--- config.mk ---
export PLATFORM = sky130hd
export DESIGN_NAME = infix_to_postfix
export DESIGN_NICKNAME = d
export VERILOG_FILES = /design/src/rtl/infix_to_postfix.sv
export SDC_FILE = /design/constraint.sdc
export NUM_CORES = 1
export LEC_CHECK = 0
export ABC_CLOCK_PERIOD_IN_PS = 6100
export CORE_UTILIZATION = 50
export CTS_BUF_LIST = sky130_fd_sc_hd__clkbuf_16
export DETAILED_ROUTE_END_ITERATION = 6
export PLACE_DENSITY = 0.71
export SYNTH_ARGS = -nofsm -noshare
export SYNTH_HDL_FRONTEND = slang
export SYNTH_SLANG_ARGS = --single-unit
--- constraint.sdc ---
create_clock -name CLK -period 6.1 [get_ports CLK]
set_input_delay 1.525 -clock CLK [delete_from_list [all_inputs] [get_ports CLK]]
set_output_delay 1.525 -clock CLK [all_outputs]
set_load 0.05 [all_outputs]
--- src/rtl/infix_to_postfix.sv ---
// Shunting-yard infix-to-postfix converter feeding a postfix evaluator.
// Operators wait on an internal stack; emission is paced by DN_BUSY and a one-cycle holdoff.
module infix_to_postfix #(
  parameter int unsigned DEPTH = 16
) (
  input  logic       CLK,
  input  logic       RST,
  input  logic [7:0] TOKEN_DAT,
  input  logic       TOKEN_IS_NUM,
  input  logic       TOKEN_STB,
  input  logic       END_STB,
  output logic       BUSY,
  input  logic       DN_BUSY,
  output logic [7:0] SIGN_OUT,
  output logic       SIGN_STB,
  output logic [7:0] NUMBER_OUT,
  output logic       NUMBER_STB,
  output logic       ERROR
);

  localparam int unsigned IdxW = (DEPTH > 1) ? $clog2(DEPTH) : 1;
  localparam int unsigned SpW  = $clog2(DEPTH + 1);
  localparam logic [SpW-1:0] SpFull = SpW'(DEPTH);

  localparam logic [2:0] StIdle     = 3'd0;
  localparam logic [2:0] StEmitNum  = 3'd1;
  localparam logic [2:0] StPopPrec  = 3'd2;
  localparam logic [2:0] StPushOp   = 3'd3;
  localparam logic [2:0] StPopParen = 3'd4;
  localparam logic [2:0] StFlush    = 3'd5;
  localparam logic [2:0] StTerm     = 3'd6;
  localparam logic [2:0] StErr      = 3'd7;

  localparam logic [7:0] ChLParen = 8'h28;
  localparam logic [7:0] ChRParen = 8'h29;
  localparam logic [7:0] ChMul    = 8'h2A;
  localparam logic [7:0] ChAdd    = 8'h2B;
  localparam logic [7:0] ChSub    = 8'h2D;
  localparam logic [7:0] ChDiv    = 8'h2F;

  logic [2:0]     state_q, state_d;
  logic [7:0]     tok_q;
  logic [SpW-1:0] sp_q;
  logic [SpW-1:0] top_sp;
  logic [7:0]     stack_q [DEPTH];
  logic [7:0]     top;
  logic           push, pop, clear, load;
  logic           slot;
  logic           sign_stb, num_stb;
  logic [7:0]     sign_val, num_val;
  logic           stb_q, busy_q, error_q;
  logic [7:0]     sign_q, num_q;

  function automatic logic [1:0] prec(input logic [7:0] c);
    if (c == ChMul || c == ChDiv) return 2'd2;
    if (c == ChAdd || c == ChSub) return 2'd1;
    return 2'd0;
  endfunction

  assign top_sp = sp_q - 1'b1;
  assign top    = (sp_q != '0) ? stack_q[top_sp[IdxW-1:0]] : 8'h00;
  // No strobe two cycles in a row, so the evaluator can register its own busy.
  assign slot   = !DN_BUSY && !stb_q;

  always_comb begin
    state_d  = state_q;
    push     = 1'b0;
    pop      = 1'b0;
    clear    = 1'b0;
    load     = 1'b0;
    sign_stb = 1'b0;
    num_stb  = 1'b0;
    sign_val = top;
    num_val  = tok_q;
    unique case (state_q)
      StIdle: begin
        if (END_STB) begin
          state_d = StFlush;
        end else if (TOKEN_STB) begin
          load = 1'b1;
          if (TOKEN_IS_NUM) state_d = StEmitNum;
          else if (TOKEN_DAT == ChAdd || TOKEN_DAT == ChSub ||
                   TOKEN_DAT == ChMul || TOKEN_DAT == ChDiv) state_d = StPopPrec;
          else if (TOKEN_DAT == ChLParen) state_d = StPushOp;
          else if (TOKEN_DAT == ChRParen) state_d = StPopParen;
          else state_d = StErr;
        end
      end
      StEmitNum: begin
        if (slot) begin
          num_stb = 1'b1;
          state_d = StIdle;
        end
      end
      StPopPrec: begin
        if (sp_q != '0 && top != ChLParen && prec(top) >= prec(tok_q)) begin
          if (slot) begin
            sign_stb = 1'b1;
            pop      = 1'b1;
          end
        end else begin
          state_d = StPushOp;
        end
      end
      StPushOp: begin
        if (sp_q == SpFull) begin
          state_d = StErr;
        end else begin
          push    = 1'b1;
          state_d = StIdle;
        end
      end
      StPopParen: begin
        if (sp_q == '0) begin
          state_d = StErr;
        end else if (top == ChLParen) begin
          pop     = 1'b1;
          state_d = StIdle;
        end else if (slot) begin
          sign_stb = 1'b1;
          pop      = 1'b1;
        end
      end
      StFlush: begin
        if (sp_q == '0) begin
          state_d = StTerm;
        end else if (top == ChLParen) begin
          state_d = StErr;
        end else if (slot) begin
          sign_stb = 1'b1;
          pop      = 1'b1;
        end
      end
      StTerm: begin
        sign_val = 8'h00;
        num_val  = 8'h00;
        if (slot) begin
          sign_stb = 1'b1;
          num_stb  = 1'b1;
          clear    = 1'b1;
          state_d  = StIdle;
        end
      end
      StErr: begin
        state_d = StErr;
      end
      default: begin
        state_d = StIdle;
      end
    endcase
  end

  always_ff @(posedge CLK or negedge RST) begin
    if (!RST) begin
      state_q <= StIdle;
      tok_q   <= 8'h00;
      sp_q    <= '0;
      stb_q   <= 1'b0;
      busy_q  <= 1'b0;
      error_q <= 1'b0;
      sign_q  <= 8'h00;
      num_q   <= 8'h00;
    end else begin
      state_q <= state_d;
      if (load) tok_q <= TOKEN_DAT;
      if (clear) sp_q <= '0;
      else if (push) sp_q <= sp_q + 1'b1;
      else if (pop) sp_q <= sp_q - 1'b1;
      stb_q   <= sign_stb | num_stb;
      busy_q  <= (state_d != StIdle);
      error_q <= error_q | (state_d == StErr);
      if (sign_stb) sign_q <= sign_val;
      if (num_stb) num_q <= num_val;
    end
  end

  always_ff @(posedge CLK) begin
    if (push) stack_q[sp_q[IdxW-1:0]] <= tok_q;
  end

  assign BUSY       = busy_q;
  assign ERROR      = error_q;
  assign SIGN_STB   = sign_stb;
  assign NUMBER_STB = num_stb;
  assign SIGN_OUT   = sign_stb ? sign_val : sign_q;
  assign NUMBER_OUT = num_stb ? num_val : num_q;

endmodule

==> results of run 1 <==
[what timing repair did]
action,CTS,global route
buffers inserted,8,6
cloned,1,0
gates resized for setup,18,15
pin swaps,2,3
endpoints found under the setup margin,8,8
hold buffers,0,0
[cell type report]
type	instances	area (um2)
clock buffer	17	425
clock inverter	15	155
fill	921	4890
inverter	10	40.0
multi-input combinational	244	2350
sequential	163	4720
tap	176	220
timing repair buffer	66	701
[metrics by stage]
step	power, uW	hold slack [ns]
3_5_place_dp	3950	0.463
6_report	5290	0.477
2_1_floorplan	3260	0.503
3_3_place_gp	3930	0.453
4_1_cts	5200	0.478
5_1_grt	5510	0.510
[power by group through the flow]
stage                     Sequential (uW)  Clock (uW)  Combinational [uW]
final                                1670        1050                2580
after global routing                 1690        1110                2720
after CTS                            1660        1060                2470
after detailed placement             1680           0                2260
after global placement               1670           0                2250
after floorplan                      1580           0                1680
[worst min-delay path by stage]
stage / cells after the start / to / from
2_1_floorplan: 1 / sp_q[4] / sp_q[4]
3_3_place_gp: 1 / ERROR / ERROR
3_5_place_dp: 1 / ERROR / ERROR
4_1_cts: 1 / ERROR / ERROR
5_1_grt: 1 / num_q[6] / num_q[6]
6_report: 1 / ERROR / ERROR
[registers in the layout (all words and copies together) (netlist names), 3 cells and up]
name / flops
stack_q: 128
num_q: 8
sign_q: 8
tok_q: 8
sp_q: 5
state_q: 3
[cell families (layout without fill, tap and decap cells)]
kind of cell	after synthesis	after routing
simple gates	107	107
fa+ha+maj	7	7
compound gates	65	65
flops	163	163
buf+inv	33	108
xor+xnor	5	5
mux	60	60
[cells in the final DEF (no fill, tap or decap), types with 3 or more instances in the layout]
cell type and count:
nand2_1 21, mux2i_2 4, nor4_1 3, a22oi_1 3, clkdlybuf4s50_1 14, dfrtp_1 33, nand3_1 17, mux2_2 11
nor3_1 9, edfxtp_1 128, nand2b_1 7, clkinvlp_4 3, inv_6 4, nor2_1 25, a31oi_1 4, a22o_1 8
a21oi_2 4, or3_1 3, mux2i_1 15, clkbuf_16 17, inv_1 8, nor2b_1 4, mux4_2 28, buf_12 12
a21oi_1 9, buf_4 35, ha_1 5, o21ai_0 7
[worst max-delay path, stage by stage (launching register included)]
cell	delay [ns]
dfrtp_2	0.48
buf_4	0.17
or4_4	0.54
and2_4	0.25
mux2_2	0.30
o2111ai_1	0.11
nand4bb_4	0.24
or3_1	0.32
ha_1	0.27
nand2b_1	0.11
a21oi_2	0.07
o22ai_1	0.11
nand3_1	0.10
o21bai_4	0.23
buf_8	0.16
o41ai_4	0.40
buf_12	0.18
[routing by layer]
layer / GRT usage [%] / vias up / part of all wire [%]
li1: - / 1862 / -
met1: 31.8 / 2083 / 42
met2: 34.4 / 184 / 48
met3: 6.93 / 30 / 7.6
met4: 10.4 / 0 / 2.6
met5: 0 / - / 0
==> flow_summary.json, run 1 <==
{
  "p_leak_uw": 0.00306,
  "r2r_start": "sp_q[0]",
  "r2r_slack_ns": 1.97,
  "diodes": 0,
  "synth-seq-cells": 163,
  "finalHoldViolCount": 0,
  "synth_area_leaders": "edfxtp_1, dfrtp_1, mux4_2, mux2i_1, mux2_2",
  "grt_max_degree": 36,
  "wire_per_inst_um": 22.5,
  "first_pass_iters": 5,
  "grt_pass1_wl_um": 23700,
  "rsz0062_at_grt": "yes",
  "rows": 42,
  "postRouteAntennaNets": 0,
  "root_buffer": "clkbuf_16",
  "path_class": "flop to output pin",
  "ir_drop_mv": 0.402,
  "postLayoutCellArea_mm2": 0.00861,
  "p_sw_share_pct": 38.9,
  "clock_sinks": 163,
  "slew-limit-headroom_pct": 20.6,
  "syn_to_final_growth_pct": 22.4,
  "wirelength_um": 15500,
  "synth_top_area_cell": "edfxtp_1",
  "cts_buffer_depth": 2,
  "worst_slack_ns": 0.0728,
  "post-synth-top-count-cell": "edfxtp_1",
  "preCtsSetupSlack_ns": 0.192,
  "finalWeightedCongestion": 0.927,
  "die_w_um": 121,
  "outcome": "complete, no violations",
  "fin_util_pct": 63.8,
  "clkTransAtPathRegs_ns": 0.07,
  "startpoint": "sp_q[0]",
  "ioPinCount": 34,
  "max_freq_ghz": 0.166,
  "dp.cells": 644,
  "vias": 4159,
  "synth-compound-area-share_pct": 6.61,
  "seq_area_frac_synth_pct": 67.1,
  "initial_utilization_pct": 52.1,
  "numCtsBuffers": 17,
  "grtUsageTotal_pct": 23.2,
  "seq_power_share_pct": 31.5,
  "cts-htree-levels": 4,
  "period_share_pct": 98.8,
  "antenna_found_initial": 0,
  "synth_area_per_cell_um2": 16.0,
  "synth_top_family_by_area": "multiplexers",
  "skew_ns": 0.00784,
  "drv_slew": 0,
  "min_period_ns": 6.03,
  "drive_above_1_share_pct": 31.5,
  "min_path_type": "flop to flop",
  "synth_common_cells": "edfxtp_1, dfrtp_1, mux4_2, nor2_1, nand2_1",
  "first_global_vias": 4064,
  "tns_ns": 0,
  "synth_warnings": 0,
  "rr_endpoint": "sp_q[0]",
  "synthMuxAreaShare_pct": 13.7,
  "place.port_buffers": 33,
  "clockPowerShare_pct": 19.8,
  "maxCapViolations": 0,
  "synth-adder-area-share_pct": 1.24,
  "crit_fanout": 14,
  "p_int_uw": 3230,
  "pwr-share-comb_pct": 48.7,
  "drc": 0,
  "tightest_slew_ns": 1.18,
  "synth_async_sr_flop_share_pct": 21.5,
  "endpoint": "SIGN_OUT[4]",
  "final_cells": 691,
  "die-area_mm2": 0.0146,
  "worstSetupStartpointType": "flop",
  "setup_viol": 0,
  "synth_top_cell_area_share_pct": 54.6,
  "syn_area_mm2": 0.00704,
  "post_synth_num_cell_types": 53,
  "dpl_cell_area_mm2": 0.00777,
  "syn-num-nets": 461,
  "synth_ff_type": "edfxtp_1",
  "synth_xor_area_share_pct": 0.729,
  "die-height_um": 121,
  "clk_latency_ns": 0.43,
  "drtIter0Drc": 396,
  "viasPerCell": 6.02,
  "core_area_mm2": 0.0135,
  "worstPathArrival_ns": 4.50,
  "synthCells": 440,
  "overflow": 0,
  "layout.nets": 523,
  "end_kind": "output pin",
  "powerDensity_mw_per_mm2": 615,
  "synth-simple-area-share_pct": 8.05,
  "required_ns": 4.58,
  "dp_hpwl_um": 9710,
  "synth-edff-count": 128,
  "ff2ff_path_depth": 17,
  "p_switching_uw": 2060,
  "cts_tree": "done"
}
(Power assumes the default switching activity.)
==> run 2, diff against run 1 <==
- CTS_CLUSTER_DIAMETER: unset -> 150
- SKIP_CTS_REPAIR_TIMING: unset -> 1
==> run 2 against run 1 <==
  * Non-clock buffer count rose by 2
  * Sequential power barely moved
  * Global-route usage fell by 0.59 points
  * Critical endpoint is now SIGN_OUT[3]
  * Count of clock-buffer cells in the layout did not move
  * Largest power group unchanged
  * Cell area rose by 0.26%
  * Via count rose by 0.46%
  * Final cell count rose by 0.29%
==> flow_summary.json, run 2 (synthesis gave the netlist of run 1 again) <==
{
  "outcome": "complete, no violations",
  "pwr-share-comb_pct": 49.0,
  "powerDensity_mw_per_mm2": 616,
  "p_leak_uw": 0.00307,
  "tightest_slew_ns": 1.17,
  "core_area_mm2": 0.0135,
  "drive_above_1_share_pct": 32.3,
  "grtUsageTotal_pct": 22.6,
  "numCtsBuffers": 17,
  "grt_max_degree": 36,
  "drc": 0,
  "vias": 4178,
  "cts_tree": "done",
  "path_class": "flop to output pin",
  "diodes": 0,
  "grt_pass1_wl_um": 23000,
  "r2r_start": "sp_q[0]",
  "p_sw_share_pct": 39.0,
  "worstSetupStartpointType": "flop",
  "first_pass_iters": 7,
  "nFillCells": 915,
  "final_common_cell": "edfxtp_1",
  "p_switching_uw": 2070,
  "worstPathArrival_ns": 4.51,
  "finalHoldViolCount": 0,
  "rr_endpoint": "sp_q[4]",
  "postRouteAntennaNets": 0,
  "period_share_pct": 99.0,
  "cts-htree-levels": 4,
  "die-height_um": 121,
  "preCtsSetupSlack_ns": 0.192,
  "clk_latency_ns": 0.44,
  "holdPathEnd": "ERROR",
  "overflow": 0,
  "rsz0062_at_grt": "yes",
  "end_kind": "output pin",
  "p_int_uw": 3250,
  "multi_input_area_mm2": 0.00236,
  "slew-limit-headroom_pct": 21.6,
  "clock_sinks": 163,
  "dp_hpwl_um": 9710,
  "cts_buffer_depth": 2,
  "drtIter0Drc": 398,
  "ir_drop_mv": 0.403,
  "holdWs_ns": 0.476,
  "root_buffer": "clkbuf_16",
  "worst_slack_ns": 0.0624,
  "hold_depth": 1,
  "min_path_type": "flop to flop",
  "viasPerCell": 6.03,
  "die_w_um": 121,
  "clkTransAtPathRegs_ns": 0.07,
  "rows": 42,
  "crit_fanout": 14,
  "max_freq_ghz": 0.166,
  "syn_to_final_growth_pct": 22.7,
  "finalWeightedCongestion": 0.927,
  "required_ns": 4.58,
  "min_period_ns": 6.04,
  "r2r_slack_ns": 1.95,
  "setup_viol": 0,
  "drv_slew": 0,
  "ioPinCount": 34,
  "initial_utilization_pct": 52.1,
  "layout.nets": 525,
  "regArea_mm2": 0.00472,
  "seq_power_share_pct": 31.3,
  "tns_ns": 0,
  "wire_per_inst_um": 22.5,
  "final_cell_mix": "edfxtp_1, buf_4, dfrtp_1",
  "largest_register_ff_count": 128,
  "maxCapViolations": 0,
  "ff2ff_path_depth": 18,
  "place.port_buffers": 33,
  "skew_ns": 0.0121,
  "die-area_mm2": 0.0146,
  "first_global_vias": 3957,
  "wirelength_um": 15600,
  "clockPowerShare_pct": 19.7,
  "hold_start": "ERROR",
  "antenna_found_initial": 0
}
run 2: changes by cell type in the layout (fill, tap and decap cells not counted), sizes merged:
cell	delta
buf	+2
run 2: how the worst max path moves through the flow:
stage | slack (ns) | startpoint | depth (start not counted) | endpoint
after global routing | -0.06 | sp_q[0] | 20 | SIGN_OUT[0]
final | 0.06 | sp_q[0] | 17 | SIGN_OUT[3]
after floorplan | -0.22 | sp_q[0] | 22 | SIGN_OUT[6]
after global placement | 0.28 | sp_q[0] | 17 | SIGN_OUT[4]
after CTS | -0.27 | sp_q[0] | 18 | SIGN_OUT[5]
after detailed placement | 0.19 | sp_q[0] | 18 | SIGN_OUT[4]
run 2: stage by stage:
| stage | util (%) | instances | area (um2) | total power, uW |
|---|---|---|---|---|
| 2_1_floorplan | - | 440 | 7200 | 3260 |
| 3_3_place_gp | 57.5 | 644 | 7770 | 3930 |
| 3_5_place_dp | 57.5 | 644 | 7770 | 3950 |
| 4_1_cts | 61.8 | 676 | 8350 | 5000 |
| 5_1_grt | 63.9 | 693 | 8640 | 5540 |
| 6_report | 63.9 | 693 | 8640 | 5320 |
run 2: layer usage:
layer	up-vias	global-route usage [%]	routed length [um]
met5	-	0	0
met2	164	33.5	7620
met3	29	6.75	1030
li1	1865	-	-
met1	2120	31.5	6650
met4	0	8.95	325
run 2: worst max-delay path, stage by stage (launching register included):
cell and delay [ns]:
dfrtp_2 0.48, buf_4 0.17, or4_4 0.56, and2_4 0.26
mux2_2 0.29, o2111ai_1 0.11, nand4bb_4 0.24, or3_1 0.32
ha_1 0.27, nand2b_1 0.11, a21oi_2 0.06, o22ai_1 0.11
nand3_1 0.11, o21bai_4 0.22, buf_4 0.16, nand2_2 0.14
mux2i_4 0.30, buf_12 0.16
run 2: power by group through the flow:
stage | Sequential [uW] | Combinational (uW) | Clock (uW)
after global routing | 1690 | 2750 | 1110
after CTS | 1660 | 2280 | 1060
after global placement | 1670 | 2250 | 0
after detailed placement | 1680 | 2260 | 0
final | 1670 | 2610 | 1050
after floorplan | 1580 | 1680 | 0
run 2: cell type report:
type                    instances  area share, %
flip-flops and latches        163           54.7
clock inverters                15           1.80
multi-input cells             244           27.3
well taps                     176           2.55
repair buffers                 68           8.24
clock buffers                  17           4.93
inverters                      10          0.464
==> run 3, diff against run 2 <==
- CELL_PAD_IN_SITES_DETAIL_PLACEMENT: unset -> 0
- CELL_PAD_IN_SITES_GLOBAL_PLACEMENT: unset -> 1
- CORE_UTILIZATION: 50 -> 46
- PLACE_DENSITY: 0.71 -> unset
- PLACE_DENSITY_LB_ADDON: unset -> 0.1
==> run 3 against run 2 <==
  * The flow now finishes with violations (DRC)
  * Cell area rose by 4.2%
  * Largest power group unchanged
  * Sequential power fell by 2%
  * Die area grew 8.5%
  * Hold slack got worse by 0.0014 ns
==> flow_summary.json, run 3 (synthesis gave the netlist of run 1 again) <==
{
  "cts_buffer_depth": 2,
  "ioPinCount": 34,
  "tightest_slew_ns": 1.08,
  "final_common_cell": "edfxtp_1",
  "preCtsSetupSlack_ns": 0.149,
  "cts_tree": "done",
  "crit_fanout": 7,
  "end_kind": "output pin",
  "final_cell_mix": "edfxtp_1, buf_4, dfrtp_1",
  "vias": 4190,
  "die-height_um": 126,
  "first_global_vias": 3971,
  "nFillCells": 1111,
  "required_ns": 4.58,
  "clkTransAtPathRegs_ns": 0.06,
  "first_pass_iters": 7,
  "largest_register_ff_count": 128,
  "max_freq_ghz": 0.167,
  "outcome": "finished with violations",
  "drive_above_1_share_pct": 34.5,
  "regArea_mm2": 0.00472,
  "path_class": "flop to output pin",
  "rows": 44,
  "postRouteAntennaNets": 0,
  "worstSetupStartpointType": "flop",
  "finalWeightedCongestion": 0.788,
  "root_buffer": "clkbuf_16",
  "rsz0062_at_grt": "yes",
  "place.port_buffers": 33,
  "maxCapViolations": 0,
  "violations": "DRC",
  "grt_pass1_wl_um": 24100,
  "slew-limit-headroom_pct": 28.0,
  "wire_per_inst_um": 23.4,
  "multi_input_area_mm2": 0.00249,
  "numCtsBuffers": 17,
  "drtIter0Drc": 310,
  "initial_utilization_pct": 47.7,
  "period_share_pct": 98.1,
  "grt_max_degree": 36,
  "worst_slack_ns": 0.113,
  "slowest_stage": "dfrtp_2",
  "dp_hpwl_um": 10200,
  "p_leak_uw": 0.00321,
  "finalHoldViolCount": 0,
  "min_period_ns": 5.99,
  "grtUsageTotal_pct": 21.3,
  "overflow": 0,
  "ir_drop_mv": 0.310,
  "syn_to_final_growth_pct": 27.9,
  "drv_slew": 0,
  "die_w_um": 126,
  "die-area_mm2": 0.0158,
  "setup_viol": 0,
  "worstPathArrival_ns": 4.46,
  "viasPerCell": 5.91,
  "worstPathCellList": "inv_4 > ha_4 > buf_12 > mux4_2 > mux2i_2 > mux2_4 > o2111ai_1 > nand4bb_4 > or3_4 > ha_4 > nand2b_4 > a21oi_4 > o22ai_1 > nand3_1 > o21bai_4 > buf_6 > o41ai_4 > buf_12",
  "skew_ns": 0.00747,
  "clock_sinks": 163,
  "layout.nets": 533,
  "min_path_type": "flop to flop",
  "powerDensity_mw_per_mm2": 641,
  "cts-htree-levels": 4,
  "clk_latency_ns": 0.42,
  "core_area_mm2": 0.0148,
  "fin_util_pct": 61.0,
  "slowest_delay_ns": 0.46,
  "wirelength_um": 16600,
  "antenna_found_initial": 0,
  "drc": 1,
  "diodes": 0
}
-- run 3: cell count changes in the layout (fill, tap and decap cells not counted), moves of 3 or more --
cell,delta
a21oi_2,-3
nand3_1,-5
o31ai_4,+3
bufinv_16,+4
nand3_2,+5
mux2i_4,+4
mux2i_2,-5
clkbuf_16,+4
-- run 3: layout make-up --
cell class                      instances  area share [%]
Clock buffer                           17            4.73
Clock inverter                         15            2.61
Inverter                               10           0.445
Multi-Input combinational cell        245            27.6
Sequential cell                       163            52.5
Tap cell                              184            2.56
Timing Repair Buffer                   75            9.55
-- run 3: report_power, final --
part	switching, uW	internal (uW)	leakage, uW
clock network	422	764	0.000319
logic	1560	1390	0.00130
registers	197	1440	0.00159
-- run 3: per-layer routing --
| layer | vias to the layer above | share of wire [%] | wire length [um] | global-route usage, % |
|---|---|---|---|---|
| met4 | 0 | 1.5 | 253 | 7.53 |
| met2 | 134 | 48 | 8000 | 32.4 |
| met3 | 16 | 5.2 | 858 | 4.08 |
| met1 | 2159 | 45 | 7480 | 30.9 |
| li1 | 1881 | - | - | - |
| met5 | - | 0 | 0 | 0 |
-- run 3: worst paths after layout --
check / start / to / slack, ns / cells past startpoint
setup / recovery: sp_q[0] / SIGN_OUT[5] / 0.11 / 18
hold / removal: ERROR / ERROR / 0.48 / 1
setup reg to reg: sp_q[0] / sign_q[6] / 2.04 / 17
hold reg to reg: ERROR / ERROR / 0.48 / 1
max in group asynchronous: RST / sp_q[0] / 4.34 / 1
min in group asynchronous: RST / sign_q[5] / 1.19 / 1
-- run 3: through the flow --
stage                     cell area (um2)  TNS, ns  instances  total power, uW  hold WS, ns
final                                9000        0        709             5770        0.475
after global routing                 9000   -0.214        709             6010        0.507
after CTS                            8520    -2.10        689             5220        0.480
after detailed placement             7860        0        657             4030        0.462
after global placement               7860        0        657             4030        0.456
after floorplan                      7200   -0.224        440             3260        0.503
-- run 3: critical path: cells and delay by family, from the launching register on --
family / cells / cell delay (ns)
AOI/OAI and AO/OA: 5 / 0.83
adders and majority gates: 2 / 0.61
buffers and inverters: 4 / 0.57
DFF: 1 / 0.46
muxes: 3 / 0.70
and+or+nand+nor: 4 / 0.85
